$ cat src/rtl/pipe_ctrl_pkg.sv
// Shared types and constants for the pipeline hazard controller.
package pipe_ctrl_pkg;

    typedef enum logic [1:0] {
        StRun   = 2'd0,
        StStall = 2'd1,
        StWait  = 2'd2,
        StErr   = 2'd3
    } state_t;

    localparam logic [4:0] REG_ZERO = 5'd0;

endpackage

$ cat src/rtl/hazard_cmp.sv
// Load-use hazard detect: a load in EX whose destination feeds a source of the ID instruction.
module hazard_cmp
    import pipe_ctrl_pkg::*;
(
    input  logic [4:0] id_rs,
    input  logic [4:0] id_rt,
    input  logic       id_uses_rt,
    input  logic       ex_memread,
    input  logic [4:0] ex_rt,
    output logic       lu
);

    logic rs_match;
    logic rt_match;

    always_comb begin
        rs_match = (ex_rt == id_rs);
        rt_match = id_uses_rt & (ex_rt == id_rt);
        // $0 is never a real dependency
        lu       = ex_memread & (ex_rt != REG_ZERO) & (rs_match | rt_match);
    end

endmodule

$ cat src/rtl/pipe_hazard_ctrl.sv
// Hazard/stall controller: load-use bubbles, redirect flushes, memory-wait freeze with timeout,
// and a saturating stall-cycle counter.
module pipe_hazard_ctrl
    import pipe_ctrl_pkg::*;
#(
    parameter int unsigned MAX_WAIT = 64,
    parameter int unsigned CNT_W    = 16
) (
    input  logic             clk,
    input  logic             rst,
    input  logic [4:0]       id_rs,
    input  logic [4:0]       id_rt,
    input  logic             id_uses_rt,
    input  logic             ex_memread,
    input  logic [4:0]       ex_rt,
    input  logic             id_redirect,
    input  logic             dmem_busy,
    output logic             pc_write,
    output logic             ifid_write,
    output logic             ifid_flush,
    output logic             idex_bubble,
    output logic             pipe_hold,
    output logic             err,
    output logic [CNT_W-1:0] stall_cnt
);

    localparam logic [7:0] MAX_WAIT_C = 8'(MAX_WAIT);

    state_t           state_q, state_d;
    logic [7:0]       wait_cnt_q, wait_cnt_d;
    logic             err_q, err_d;
    logic [CNT_W-1:0] stall_cnt_q;

    logic lu;
    logic pc_w, ifid_w, flush, bubble, hold;
    logic apply_run, lu_en;

    hazard_cmp u_hazard_cmp (
        .id_rs      (id_rs),
        .id_rt      (id_rt),
        .id_uses_rt (id_uses_rt),
        .ex_memread (ex_memread),
        .ex_rt      (ex_rt),
        .lu         (lu)
    );

    always_comb begin
        state_d    = state_q;
        wait_cnt_d = wait_cnt_q;
        err_d      = err_q;
        pc_w       = 1'b1;
        ifid_w     = 1'b1;
        flush      = 1'b0;
        bubble     = 1'b0;
        hold       = 1'b0;
        apply_run  = 1'b0;
        lu_en      = 1'b0;

        unique case (state_q)
            StRun: begin
                apply_run = 1'b1;
                lu_en     = 1'b1;
            end
            // lu ignored so a bubble is never doubled
            StStall: apply_run = 1'b1;
            StWait: begin
                if (dmem_busy) begin
                    pc_w   = 1'b0;
                    ifid_w = 1'b0;
                    hold   = 1'b1;
                    if (wait_cnt_q == MAX_WAIT_C) begin
                        err_d   = 1'b1;
                        state_d = StErr;
                    end else begin
                        wait_cnt_d = wait_cnt_q + 8'd1;
                    end
                end else begin
                    apply_run = 1'b1;
                    lu_en     = 1'b1;
                end
            end
            StErr: begin
                pc_w   = 1'b0;
                ifid_w = 1'b0;
                hold   = 1'b1;
            end
            default: state_d = StRun;
        endcase

        if (apply_run) begin
            if (dmem_busy) begin
                pc_w       = 1'b0;
                ifid_w     = 1'b0;
                hold       = 1'b1;
                state_d    = StWait;
                wait_cnt_d = 8'd1;
            end else if (lu && lu_en) begin
                pc_w    = 1'b0;
                ifid_w  = 1'b0;
                bubble  = 1'b1;
                state_d = StStall;
            end else if (id_redirect) begin
                flush   = 1'b1;
                bubble  = 1'b1;
                state_d = StRun;
            end else begin
                state_d = StRun;
            end
        end
    end

    always_ff @(posedge clk or posedge rst) begin
        if (rst) begin
            state_q     <= StRun;
            wait_cnt_q  <= 8'd0;
            err_q       <= 1'b0;
            stall_cnt_q <= '0;
        end else begin
            state_q    <= state_d;
            wait_cnt_q <= wait_cnt_d;
            err_q      <= err_d;
            if (!pc_w && (stall_cnt_q != {CNT_W{1'b1}})) begin
                stall_cnt_q <= stall_cnt_q + 1'b1;
            end
        end
    end

    always_comb begin
        if (rst) begin
            pc_write    = 1'b0;
            ifid_write  = 1'b0;
            ifid_flush  = 1'b1;
            idex_bubble = 1'b1;
            pipe_hold   = 1'b0;
        end else begin
            pc_write    = pc_w;
            ifid_write  = ifid_w;
            ifid_flush  = flush;
            idex_bubble = bubble;
            pipe_hold   = hold;
        end
        err       = err_q;
        stall_cnt = stall_cnt_q;
    end

endmodule

$ cat config.mk
export PLATFORM = sky130hd
export DESIGN_NAME = pipe_hazard_ctrl
export DESIGN_NICKNAME = d
export VERILOG_FILES = /design/src/rtl/pipe_ctrl_pkg.sv /design/src/rtl/hazard_cmp.sv /design/src/rtl/pipe_hazard_ctrl.sv
export SDC_FILE = /design/constraint.sdc
export NUM_CORES = 1
export LEC_CHECK = 0
export ABC_AREA = 1
export CAP_MARGIN = 20
export CORE_ASPECT_RATIO = 0.9
export CORE_MARGIN = 10
export CORE_UTILIZATION = 30
export DETAILED_ROUTE_END_ITERATION = 16
export PLACE_DENSITY_LB_ADDON = 0.05
export SLEW_MARGIN = 10
export SYNTH_ARGS = -nofsm -noshare
export SYNTH_HDL_FRONTEND = slang
export SYNTH_SLANG_ARGS = --single-unit
$ cat constraint.sdc
create_clock -name clk -period 4.9 [get_ports clk]
set_input_delay 0.98 -clock clk [delete_from_list [all_inputs] [get_ports clk]]
set_output_delay 0.98 -clock clk [all_outputs]
set_load 0.03 [all_outputs]
# == Word-level counts from Yosys, hierarchy flattened ==
# Cells that the tools add are included.
# op_classes
eq_ne,7
n_div,0
reduce_logical,11
bitwise,4
multipliers,0
n_lt_le_gt_ge,0
shift,0
addsub,2
muxes,33
# op_table
op,n
$mux 8,5
$mux 1,19
$add 16x1->16 const B,1
$ne 16x16->1 const B,1
$eq 5x5->1,2
$mux 2,5
$add 8x1->8 const B,1
$eq 8x7->1 const B,1
$pmux 1 s2,4
$reduce_and 3->1,2
$reduce_bool 2->1,3
$reduce_bool 5->1,1
$eq 2x2->1 const B,2
$and 1x1->1,3
$eq 2x1->1 const B,1
$logic_and 1x1->1,2
$logic_not 2->1,1
$reduce_or 2->1,1
$logic_not 1->1,1
$or 1x1->1,1
# totals
romBits,0
word_cells,61
inputBits,21
n_memories,0
latch_bits,0
ram_bits,0
register_bits,27

# == Longest topological paths before layout ==
# depth
word_depth,10
mapped_depth,12

# == Hierarchy ==
# Synthesis repeated with hierarchy kept, for this count alone.
# hier_totals
cells_unflattened,285
hier_area_um2,1864.3
# by_module_without_submodules
module,cells_per_inst,area_per_inst_um2,seq_area_each_um2,n_inst
pipe_hazard_ctrl,233,1657.8,675.6,1
hazard_cmp,52,206.4,0.0,1

# == Least setup slack after synthesis ==
# Ideal clock, no wire load.
# synth_path
path_kind,input -> output
startpoint,input ex_rt[3]
endpoint,output pc_write
path_slack_ns,1.519
path_buffers,2
stages,11
t_arrival_ns,2.401
required_ns,3.920
path_cell_list,inv_1 > nand2_1 > nand2_1 > nor2_1 > nand3_1 > nand2_1 > nand2_1 > nand2_2 > buf_2 > nor2_1 > buf_4
# synth_via
elab_chain_cells,9
word_cells_on_any_way,12
classes_between,eq/ne: 2; mux: 4; bitwise: 4; reduce/logical: 2
# synth_rtl
element,line,rtl
"start, declared",pipe_hazard_ctrl.sv:15,"input logic [4:0] ex_rt,"
$eq 5x5->1,hazard_cmp.sv:18,rt_match = id_uses_rt & (ex_rt == id_rt);
$and 1x1->1,hazard_cmp.sv:18,
$or 1x1->1,hazard_cmp.sv:20,lu = ex_memread & (ex_rt != REG_ZERO) & (rs_match | rt_match);
$and 1x1->1 *,hazard_cmp.sv:20,
$logic_and 1x1->1 *,pipe_hazard_ctrl.sv:97,end else if (lu && lu_en) begin
$mux 1 * (4 in series),-,
"end, declared",pipe_hazard_ctrl.sv:18,"output logic pc_write,"
# Every way passes the cells marked *; elsewhere a longest branch is shown, timed or not.

# == Worst setup path after layout ==
# layout_path
startpoint,input ex_rt[0]
endpoint,output ifid_write
# layout_via
elab_chain_cells,9
word_cells_on_any_way,12
classes_between,eq/ne: 2; mux: 4; bitwise: 4; reduce/logical: 2
# layout_rtl
element,line,rtl
$eq 5x5->1,hazard_cmp.sv:18,
$and 1x1->1,hazard_cmp.sv:18,
$or 1x1->1,hazard_cmp.sv:20,
$and 1x1->1 *,hazard_cmp.sv:20,
$logic_and 1x1->1 *,pipe_hazard_ctrl.sv:97,
$mux 1 *,pipe_hazard_ctrl.sv:97,
$mux 1 *,pipe_hazard_ctrl.sv:91,if (dmem_busy) begin
$mux 1 *,pipe_hazard_ctrl.sv:90,if (apply_run) begin
$mux 1 *,pipe_hazard_ctrl.sv:129,if (rst) begin
"end, declared",pipe_hazard_ctrl.sv:19,"output logic ifid_write,"
# Marks and branches as above.

==> qor.csv <==
metric,value,unit
die boundary height,93.39,um
syn avg cell area,6.853,um2
Clock Power Share,33.4,%
Cells after DPL,371,
worst path cell trace,"clkdlybuf4s50_1, nor2_1, nand4_1, nand4_1, inv_1, nand2_1, nand2_2, nor2_1, clkdlybuf4s50_1",
Syn Inst Count,262,
share of cells above drive strength 1,2.951,%
required time worst endpoint,3.92,ns
Net Sw Frac,23.94,%
post-route insts no fill,375,
Yosys reg bits,27,
arrival time of the worst setup path,3.18,ns
CTS Buf Count,3,
crit path max-delay cell type,clkdlybuf4s50_1,
drt first pass iters,4,
Post-CTS Hold Buffers,0,
PortBufs,42,
nets,330,
final hold viol count,0,
"Largest delay share family, worst path",buffers and inverters,
post-synthesis sequential area ratio,37.63,%
Setup crit start kind,input pin,
std cell rows,26,
Leak,1.193,nW
initial antenna violation count,0,
sequential fraction of design power,55.8,%
I/O pin count,43,
Clock Latency Late Sink,0.28,ns
Hold Crit Class,reg -> reg,
max incr delay on CP,0.71,ns
CP Buf/Inv Count,3,
Initial Util,31.18,%
TNS Setup,0,ns
Synth Flop Type,dfrtp_1,
kind of critical path,in -> out,
Power Dens Cells,171.4,nW/um2
# H-tree levels,1,
cell taking the most area after synthesis,dfrtp_1,
Initial DRC Count,122,
final antenna-violating net count,0,
detailed-route via count,1668,
Max Fclk,240.2,MHz
hpwl dp,3558,um
DRC,0,
clock sink total,27,
first-pass GRT wire length,8045,um
"Power, Total",0.3989,mW
CTS Root Cell,clkbuf_8,
YS warnings,0,
width of the die,101.5,um
largest net degree at the start of global routing,23,
DR WL/cell,12.74,um
switching pwr,0.09550,mW
Core ar.,5758,um2
Max Slew Vio Count,0,
Synth top area share,37.63,%
worst slew pin tran,0.5579,ns
vias in the first global route,1609,
"CTS clk-pin slew, worst paths",0.10,ns
gr ovfl total,0,
Critical Path End Type,primary output,
global-route usage over all layers,10.32,%
Vias per Instance,4.448,
CTS max path bufs,2,
clock skew,0.003578,ns
Final period util,84.97,%
post-synth cell types,23,
Final Wtd Congestion,0.7860,
clock period minus final worst setup slack,4.164,ns
"count leader, synth",nand2_1,
status,finished clean,
Async SR Flop Fraction,100.0,%
Diodes inserted,0,
RSZ-0062 raised after global routing,no,
Post-synth EDFFs,0,
P&R area growth vs syn,29.62,%
cell-internal power,0.3034,mW
Comb power frac,10.8,%
top post-synthesis cells by area,"dfrtp_1, nand2_1, inv_1, nand3_1, xor2_1",
final setup fails,0,
Relative slew margins,62.52,%
worst vdd ir,0.0001425,V
max_cap viols,0,
CP max FO,19,
# Post-CTS Setup Buffers,0,
Synth Cell Area,1795,um2
syn_nets,286,
top post-synthesis cells by count,"nand2_1, inv_1, nand3_1",
post-cts sizing count,0,
drt total wl,4779,um
Die ar.,9483,um2
CTS tree,done,
## worst paths after layout
path / cells after the start / end / slack, ns / from
worst min-delay path: 1 / err$_DFFE_PP0P_ / 0.49 / err$_DFFE_PP0P_
worst max register to register: 8 / stall_cnt[9]$_DFFE_PP0P_ / 3.08 / stall_cnt[0]$_DFFE_PP0P_
min in group asynchronous: 2 / stall_cnt[14]$_DFFE_PP0P_ / 1.01 / rst
worst min register to register: 1 / err$_DFFE_PP0P_ / 0.49 / err$_DFFE_PP0P_
worst max-delay path: 9 / ifid_write / 0.74 / ex_rt[0]
max in group asynchronous: 3 / stall_cnt[7]$_DFFE_PP0P_ / 3.32 / rst
## area by class of cell
cell class                      instances  area, um2
Timing Repair Buffer                   43      427.9
Clock buffer                            4      45.04
Sequential cell                        27      675.6
Multi-Input combinational cell        192      944.7
Inverter                               39      146.4
Fill cell                             639       3431
Tap cell                               70      87.58
## metal layers
metal | wire, um | GRT usage (%) | vias up
met1 | 2527 | 14.84 | 726
met2 | 1858 | 14.52 | 35
met4 | 25 | 1.429 | 0
met5 | 0 | 0 | -
met3 | 368 | 3.753 | 2
li1 | - | - | 905
## cells by family after synthesis
| family | Yosys count | synth area share [%] |
|---|---|---|
| fa+ha+maj | 3 | 2.091 |
| buf+inv | 43 | 9.756 |
| simple gates | 157 | 37.84 |
| flops | 27 | 37.63 |
| compound gates | 16 | 4.878 |
| xor+xnor | 16 | 7.805 |
## power groups by stage
stage | Sequential, mW | Combinational [mW] | Clock, mW
final | 0.223 | 0.0431 | 0.133
after global routing | 0.223 | 0.0486 | 0.151
after CTS | 0.223 | 0.0444 | 0.141
after detailed placement | 0.227 | 0.0440 | 0
after global placement | 0.227 | 0.0443 | 0
after floorplan | 0.227 | 0.0182 | 0
## stage by stage
stage                     util (%)  setup slack [ns]  instance area (um2)  hold slack (ns)
after floorplan                  -             1.519                 1795           0.4530
after global placement       39.63            0.7187                 2282           0.4681
after detailed placement     39.63            0.6606                 2282           0.4647
after CTS                    40.42            0.6664                 2327           0.4930
after global routing         40.42            0.5072                 2327           0.5100
final                        40.42            0.7363                 2327           0.4873
## placed cells by master, fill, tap and decap left out
cell / synthesis / routed
inv_1: 39 / 39
nand2_2: 1 / 1
nand4_1: 6 / 6
o22ai_1: 3 / 3
nor2_1: 26 / 26
clkbuf_8: 0 / 3
a21oi_1: 2 / 2
nand3_2: 1 / 1
dfrtp_1: 27 / 27
nand3_1: 29 / 29
clkbuf_1: 0 / 1
nand2_4: 1 / 1
nor2_2: 1 / 1
nand3b_4: 1 / 1
nor3_1: 3 / 3
xnor2_1: 4 / 4
o21bai_1: 1 / 1
buf_4: 1 / 1
nand2_1: 88 / 88
o21ai_0: 9 / 9
xor2_1: 12 / 12
a31oi_1: 1 / 1
clkdlybuf4s50_1: 0 / 42
ha_1: 3 / 3
No activity file was read; power rests on OpenSTA's default activity.
